==> config.mk <==
export PLATFORM = sky130hd
export DESIGN_NAME = apb_pix_master
export DESIGN_NICKNAME = d
export VERILOG_FILES = /design/src/rtl/apb_pix_pkg.sv /design/src/rtl/apb_pix_master.sv
export SDC_FILE = /design/constraint.sdc
export NUM_CORES = 1
export LEC_CHECK = 0
export ABC_AREA = 0
export CORE_MARGIN = 2
export CORE_UTILIZATION = 39
export DETAILED_ROUTE_END_ITERATION = 10
export PLACE_DENSITY = 0.84
export SLEW_MARGIN = 30
export SYNTH_ARGS = -nofsm -noshare
export SYNTH_HDL_FRONTEND = slang
export SYNTH_SLANG_ARGS = --single-unit
==> constraint.sdc <==
create_clock -name clk -period 3.93 [get_ports clk]
set_clock_uncertainty 0.15 [all_clocks]
set_input_delay 1.179 -clock clk [delete_from_list [all_inputs] [get_ports clk]]
set_output_delay 1.179 -clock clk [all_outputs]
set_load 0.005 [all_outputs]
==> src/rtl/apb_pix_pkg.sv <==
// Shared types for the APB pixel master: FSM state encoding, pixel width and
// the registered command record.
package apb_pix_pkg;

    localparam int PIX_W = 17;

    typedef enum logic [1:0] {
        ST_IDLE,
        ST_SETUP,
        ST_ACCESS,
        ST_RESP
    } apb_state_e;

    typedef struct packed {
        logic             write;
        logic [PIX_W-1:0] wdata;
    } apb_cmd_t;

endpackage

==> src/rtl/apb_pix_master.sv <==
// Single-outstanding APB master moving 17-bit lifting pixels between a
// command/response handshake and an APB slave.
// Optional ACCESS timeout abort is enabled by defining APB_MST_TMO_EN.
module apb_pix_master
    import apb_pix_pkg::*;
#(
    parameter int ADDR_W  = 32,
    parameter int DATA_W  = 32,
    parameter int TMO_CYC = 255
) (
    input  logic              clk,
    input  logic              rst,

    input  logic              cmd_valid,
    output logic              cmd_ready,
    input  logic              cmd_write,
    input  logic [ADDR_W-1:0] cmd_addr,
    input  logic [PIX_W-1:0]  cmd_wdata,

    output logic              rsp_valid,
    input  logic              rsp_ready,
    output logic [PIX_W-1:0]  rsp_rdata,
    output logic              rsp_err,

    output logic              psel,
    output logic              penable,
    output logic              pwrite,
    output logic [ADDR_W-1:0] paddr,
    output logic [DATA_W-1:0] pwdata,
    input  logic [DATA_W-1:0] prdata,
    input  logic              pready,
    input  logic              pslverr
);

    if (DATA_W <= PIX_W) begin : g_bad_data_w
        $error("apb_pix_master: DATA_W must exceed PIX_W");
    end
    if (TMO_CYC < 1) begin : g_bad_tmo
        $error("apb_pix_master: TMO_CYC must be at least 1");
    end

    apb_state_e        r_state;
    apb_state_e        w_state_nxt;
    apb_cmd_t          r_cmd;
    logic [ADDR_W-1:0] r_paddr;
    logic [PIX_W-1:0]  r_rsp_rdata;
    logic              r_rsp_err;
    logic              w_accept;
    logic              w_done;
    logic              w_tmo_hit;
    logic              w_unused;

    assign w_unused = &{1'b0, prdata[DATA_W-1:PIX_W]};
    assign w_accept = (r_state == ST_IDLE) && cmd_valid;
    // ACCESS is the only state with psel && penable, so pready here is a valid slave completion.
    assign w_done   = (r_state == ST_ACCESS) && pready;

`ifdef APB_MST_TMO_EN
    localparam int TMO_W = ($clog2(TMO_CYC + 1) > 8) ? $clog2(TMO_CYC + 1) : 8;

    logic [TMO_W-1:0] r_wait_cnt;

    assign w_tmo_hit = (r_state == ST_ACCESS) && !pready
                    && (r_wait_cnt == TMO_W'(TMO_CYC - 1));

    always_ff @(posedge clk or posedge rst) begin
        if (rst) begin
            r_wait_cnt <= '0;
        end else if (r_state == ST_SETUP) begin
            r_wait_cnt <= '0;
        end else if ((r_state == ST_ACCESS) && !pready) begin
            r_wait_cnt <= r_wait_cnt + TMO_W'(1);
        end
    end
`else
    assign w_tmo_hit = 1'b0;
`endif

    // NOTE: state and response registers reset asynchronously so the APB bus
    // drops the instant rst rises, even mid-transfer.
    always_ff @(posedge clk or posedge rst) begin
        if (rst) begin
            r_state <= ST_IDLE;
        end else begin
            // NOTE: non-blocking assignment keeps every register sampling pre-edge values.
            r_state <= w_state_nxt;
        end
    end

    // NOTE: every always_comb output gets a default first so no latch is inferred.
    always_comb begin
        w_state_nxt = r_state;
        cmd_ready   = 1'b0;
        psel        = 1'b0;
        penable     = 1'b0;
        rsp_valid   = 1'b0;
        case (r_state)
            ST_IDLE: begin
                cmd_ready = 1'b1;
                if (cmd_valid) w_state_nxt = ST_SETUP;
            end
            ST_SETUP: begin
                psel        = 1'b1;
                w_state_nxt = ST_ACCESS;
            end
            ST_ACCESS: begin
                psel    = 1'b1;
                penable = 1'b1;
                if (pready || w_tmo_hit) w_state_nxt = ST_RESP;
            end
            ST_RESP: begin
                rsp_valid = 1'b1;
                if (rsp_ready) w_state_nxt = ST_IDLE;
            end
            default: w_state_nxt = ST_IDLE;
        endcase
    end

    always_ff @(posedge clk or posedge rst) begin
        if (rst) begin
            r_paddr     <= '0;
            r_cmd       <= '0;
            r_rsp_rdata <= '0;
            r_rsp_err   <= 1'b0;
        end else begin
            if (w_accept) begin
                r_paddr     <= cmd_addr;
                r_cmd.write <= cmd_write;
                r_cmd.wdata <= cmd_wdata;
            end
            if (w_done) begin
                r_rsp_rdata <= r_cmd.write ? '0 : prdata[PIX_W-1:0];
                r_rsp_err   <= pslverr;
            end else if (w_tmo_hit) begin
                r_rsp_rdata <= '0;
                r_rsp_err   <= 1'b1;
            end
        end
    end

    assign paddr     = r_paddr;
    assign pwrite    = r_cmd.write;
    assign pwdata    = DATA_W'(r_cmd.wdata);
    assign rsp_rdata = r_rsp_rdata;
    assign rsp_err   = r_rsp_err;

endmodule

==> metrics.yaml <==
setup_path:
  cp.arrival_ps: 1580
  r2r_slack_ps: 1920
  r2r_start: "r_state[0]"
  rr_endpoint: "pwdata[3]"
  end_kind: "output port"
  r2r_cells: 5
  cp_max_fo: 4
  setup.worst_path.class: "flop to output port"
  required_ps: 2600
  critPathLaunchType: "flop"
timing:
  hold_violations: 0
  setup_violations: 0
  min_period_ps: 2910
  slew_headroom_pct: 50.1
  tightest_slew_ps: 748
  setup_tns_ps: 0
  max_freq_mhz: 344
  slew_violations: 0
  period_share_pct: 74.0
  rsz0062_at_grt: "no"
cells_and_area:
  final_cell_mix: "clkdlybuf4s50_1 (144), dfrtp_1 (70), mux2_2 (51)"
  final_cells: 464
  num_antenna_cells: 0
  final_common_cell: "clkdlybuf4s50_1"
  postLayoutCoreUtil_pct: 63.8
  fin_area_um2: 4550
  syn2layout_area_growth_pct: 60.4
  finalNetCount: 451
  layout-drive-gt1-share_pct: 19.7
synthesis:
  netlist_instances: 212
  syn_area_per_cell_um2: 13.4
  ys_top_cells_by_area: "dfrtp_1 (62%), mux2_2 (20%), buf_4 (4.0%)"
  ys_seq_area_share_pct: 61.7
  yosysWarningCount: 0
  ys_ff_latch: 70
  synth.largest_area_cell: "dfrtp_1"
  synth_top_area_share_pct: 61.7
  synth_cell_type_count: 15
  syn_area_um2: 2840
clocking:
  clk_pin_slew_ps: 70
  cts_resized: 0
  post_cts_buffers: 0
  cts_tree: "yes"
  numCtsBuffers: 9
  cts_buffer_depth: 2
  root_buffer: "clkbuf_8"
  clkSinkCount: 70
  postCtsHoldBufs: 0
  clkLatencyLatePin_ps: 320
  htree_levels: 3
pwr:
  power_frac_comb_pct: 44.7
  vdd.ir_drop.worst_mv: 0.351
  p_leak_nw: 1.97
  p_int_mw: 2.43
  seqPwrFrac_pct: 38.1
  switching_share_pct: 27.6
  power_density_nw_per_um2: 736
  power.switching_mw: 0.925
  pwr-share-clk_pct: 17.3
min_path:
  hp-class: "flop to flop"
  min_to: "rsp_rdata[7]"
  min_path_cells: 2
  hp-start: "rsp_rdata[7]"
drt:
  wl_per_cell_um: 13.7
  wl_um: 6370
  dr.pass1.iters: 4
  drc: 0
  avgViaCountPerCell: 4.51
  initialDrtViolationCount: 68
  ant_nets: 0
  num_vias: 2092
floorplanning:
  std_cell_rows: 31
  core_area_um2: 7140
  initial_core_util_pct: 39.8
  dieArea_um2: 7980
  pin_count: 175
  die_x_um: 89.3
  die-height_um: 89.3
global_routing:
  overflow: 0
  grt_pass1_vias: 2160
  grt_antenna_before_repair: 0
  grt_usage_pct: 16.5
  grt_pass1_wl_um: 9900
  grt_max_degree: 37
placement:
  place_hpwl_um: 4640
  gp_congestion: 0.680
  post_dp_cell_area_um2: 4360
  dp_cells: 448
  port_buffers: 144
job:
  drv_cap: 0
outcome:
  status: "finished, final reports clean"
logic make-up after synthesis:
kind of cell	Yosys count	share of synthesized area (%)
compound gates	18	3.35
fa+ha+maj	3	1.32
flops	70	61.7
other cells	1	0.132
buf+inv	30	6.17
simple gates	37	6.39
mux	53	21.0
synth_stat cells:
cell type	count
mux2_1	1
inv_1	6
ha_1	3
dfrtp_1	70
buf_4	15
nand2b_1	17
clkbuf_1	4
mux2i_1	1
conb_1	1
nor2_1	1
buf_2	5
mux2_2	51
a222oi_1	1
nand2_1	19
o21ai_0	17
power groups by stage:
stage	logic, mW	clock network, mW	registers (mW)
after floorplan	0.571	0	1.30
after global placement	1.49	0	1.27
after detailed placement	1.52	0	1.30
after CTS	1.52	0.595	1.28
after global routing	1.65	0.622	1.32
final	1.50	0.579	1.28
per-layer routing:
layer / GRT usage, % / wire length (um) / up-vias
met3: 6.56 / 600 / 9
met2: 28.2 / 3180 / 94
met1: 17.9 / 2460 / 1013
met5: 0 / 0 / -
li1: - / - / 976
met4: 7.60 / 125 / 0
worst max-delay path, cell delays in order (launching register included):
cell,delay (ps)
dfrtp_1,390
inv_1,100
ha_1,220
clkdlybuf4s50_1,550
sequential cells by signal, indices dropped and copies added (netlist names):
name and flops:
paddr 32, pwdata 17, rsp_rdata 17, r_state 2, pwrite 1, rsp_err 1
through the flow:
| step | hold slack [ps] | setup WS, ps | power [mW] |
|---|---|---|---|
| final | 326 | 1020 | 3.35 |
| after global routing | 368 | 923 | 3.59 |
| after CTS | 336 | 1000 | 3.40 |
| after detailed placement | 321 | 926 | 2.81 |
| after global placement | 314 | 935 | 2.76 |
| after floorplan | 323 | 833 | 1.87 |
worst max path at each step:
stage                           from         to  slack (ps)  depth (start not counted)
final                     r_state[0]    penable        1020                          3
after global routing      r_state[0]    penable         920                          3
after CTS                 r_state[0]    penable        1000                          3
after detailed placement   cmd_valid  pwdata[3]         930                          4
after global placement     cmd_valid  pwdata[4]         940                          4
after floorplan                  rst   paddr[0]         830                          1
layout make-up:
cell class              count  area (um^2)
clock buffers              10          138
fillers                   598         2580
well taps                  99          124
multi-input cells         126          968
repair buffers            147         1490
flip-flops and latches     70         1750
clock inverters             6         61.3
inverters                   6         22.5
No activity file was read; power rests on OpenSTA's default activity.
==> edit (same flow settings) <==
Change the parameter `DATA_W` from 32 to 36.
--- a/src/rtl/apb_pix_master.sv
+++ b/src/rtl/apb_pix_master.sv
@@ -7,3 +7,3 @@
     parameter int ADDR_W  = 32,
-    parameter int DATA_W  = 32,
+    parameter int DATA_W  = 36,
     parameter int TMO_CYC = 255
Ports: changed (resized prdata and pwdata); port bits go from 175 to 183. The function was not compared with the original's and may differ.
==> edit against the original RTL <==
Fmax is 0.36% higher; via count decreased by 1.0%; final area barely moved; total power shrank 0.96%; setup slack better by 0.010 ns; sequential power hardly changed; sequential share of layout area about the same; final cell count up 0.65%; die area grew 1.0%; sequential cell count is the same; wire length grew 1.7%; first-iteration DRC count is 7.4% lower; synthesized area grew 1.1%; highest routed layer unchanged.
==> edit: results <==
set metrics [dict create \
    drive_above_1_share_pct 19.3 \
    slowest_stage "clkdlybuf4s50_1" \
    gp_congestion 0.713 \
    cp-endpoint "cmd_ready" \
    viasPerCell 4.43 \
    run_status "complete, no violations" \
    reg2reg_depth 6 \
    area_growth_syn_to_layout_pct 58.8 \
    grt_pass1_vias 2126 \
    ir_worst_vdd_mv 0.341 \
    hp-class "reg -> reg" \
    ys_seq_area_share_pct 61.0 \
    grt_pass1_wl_um 10600 \
    ys_top_cells_by_count "dfrtp_1, mux2_2, buf_4, nand2_1" \
    critPathMaxFanout 4 \
    dp_slack_ns 1.12 \
    setup_slack_ns 1.03 \
    holdWs_ns 0.329 \
    globalRouteMet1Util_pct 19.2 \
    clk_pin_slew_ns 0.07 \
    largest_reg_flops 32 \
    placed_cell_area_um2 4370 \
    r2r_setup_slack_ns 2.13 \
    timing.rr.end "rsp_rdata[2]$_DFFE_PP0P_" \
    insertion_delay_ns 0.32 \
    yosysWarnings 0 \
    dr_wl_met2_um 3360 \
    leakage_nw 1.98 \
    fill_cells 570 \
    io_buffers 144 \
    post-dp-hpwl_um 4840 \
    async_flop_share_pct 100 \
    drt_first_pass_iters 5 \
    crit_path_max_incr_delay_ns 0.53 \
    hold_start "rsp_rdata[12]$_DFFE_PP0P_" \
    relSlewSlack_pct 50.0 \
    met3_usage_pct 5.11 \
    hold_path_end "rsp_rdata[12]$_DFFE_PP0P_" \
    met2_usage_pct 28.7 \
    dp.cells 453 \
    syn_area_per_cell_um2 13.3 \
    synth_area_leaders "dfrtp_1, mux2_2, buf_4" \
    num_vias 2071 \
    drt_iter0_drc 63 \
    top_layer_used "met4" \
    drt-met1-wl_um 2560 \
    nNetsFinal 460 \
    wl_met3_um 451 \
    post_cts_resized 0 \
    grtUsageTotal_pct 16.6 \
    wl_per_cell_um 13.9 \
]
edit: cell types whose count changed after synthesis, sizes merged:
cell  change
buf       +4
edit: area by class of cell:
cell class	count	area share (%)
repair buffers	148	32.6
well taps	99	2.72
clock buffers	14	4.23
inverters	6	0.494
flip-flops and latches	70	38.4
multi-input cells	130	21.6
edit: cell families (layout without fill, tap and decap cells):
| logic type | after synthesis | count (layout) | synth area share [%] |
|---|---|---|---|
| other | 1 | 19 | 0.131 |
| muxes | 53 | 53 | 20.7 |
| and+or+nand+nor | 37 | 37 | 6.32 |
| buffers and inverters | 34 | 168 | 7.15 |
| DFF | 70 | 70 | 61.0 |
| adders and majority gates | 3 | 3 | 1.31 |
| AOI/OAI and AO/OA | 18 | 18 | 3.31 |
edit: power by group:
group          total [mW]  switching, mW  leakage (nW)  internal [mW]
Clock               0.547          0.238         0.101          0.309
Sequential           1.28          0.195         0.841           1.08
Combinational        1.50          0.462          1.04           1.03
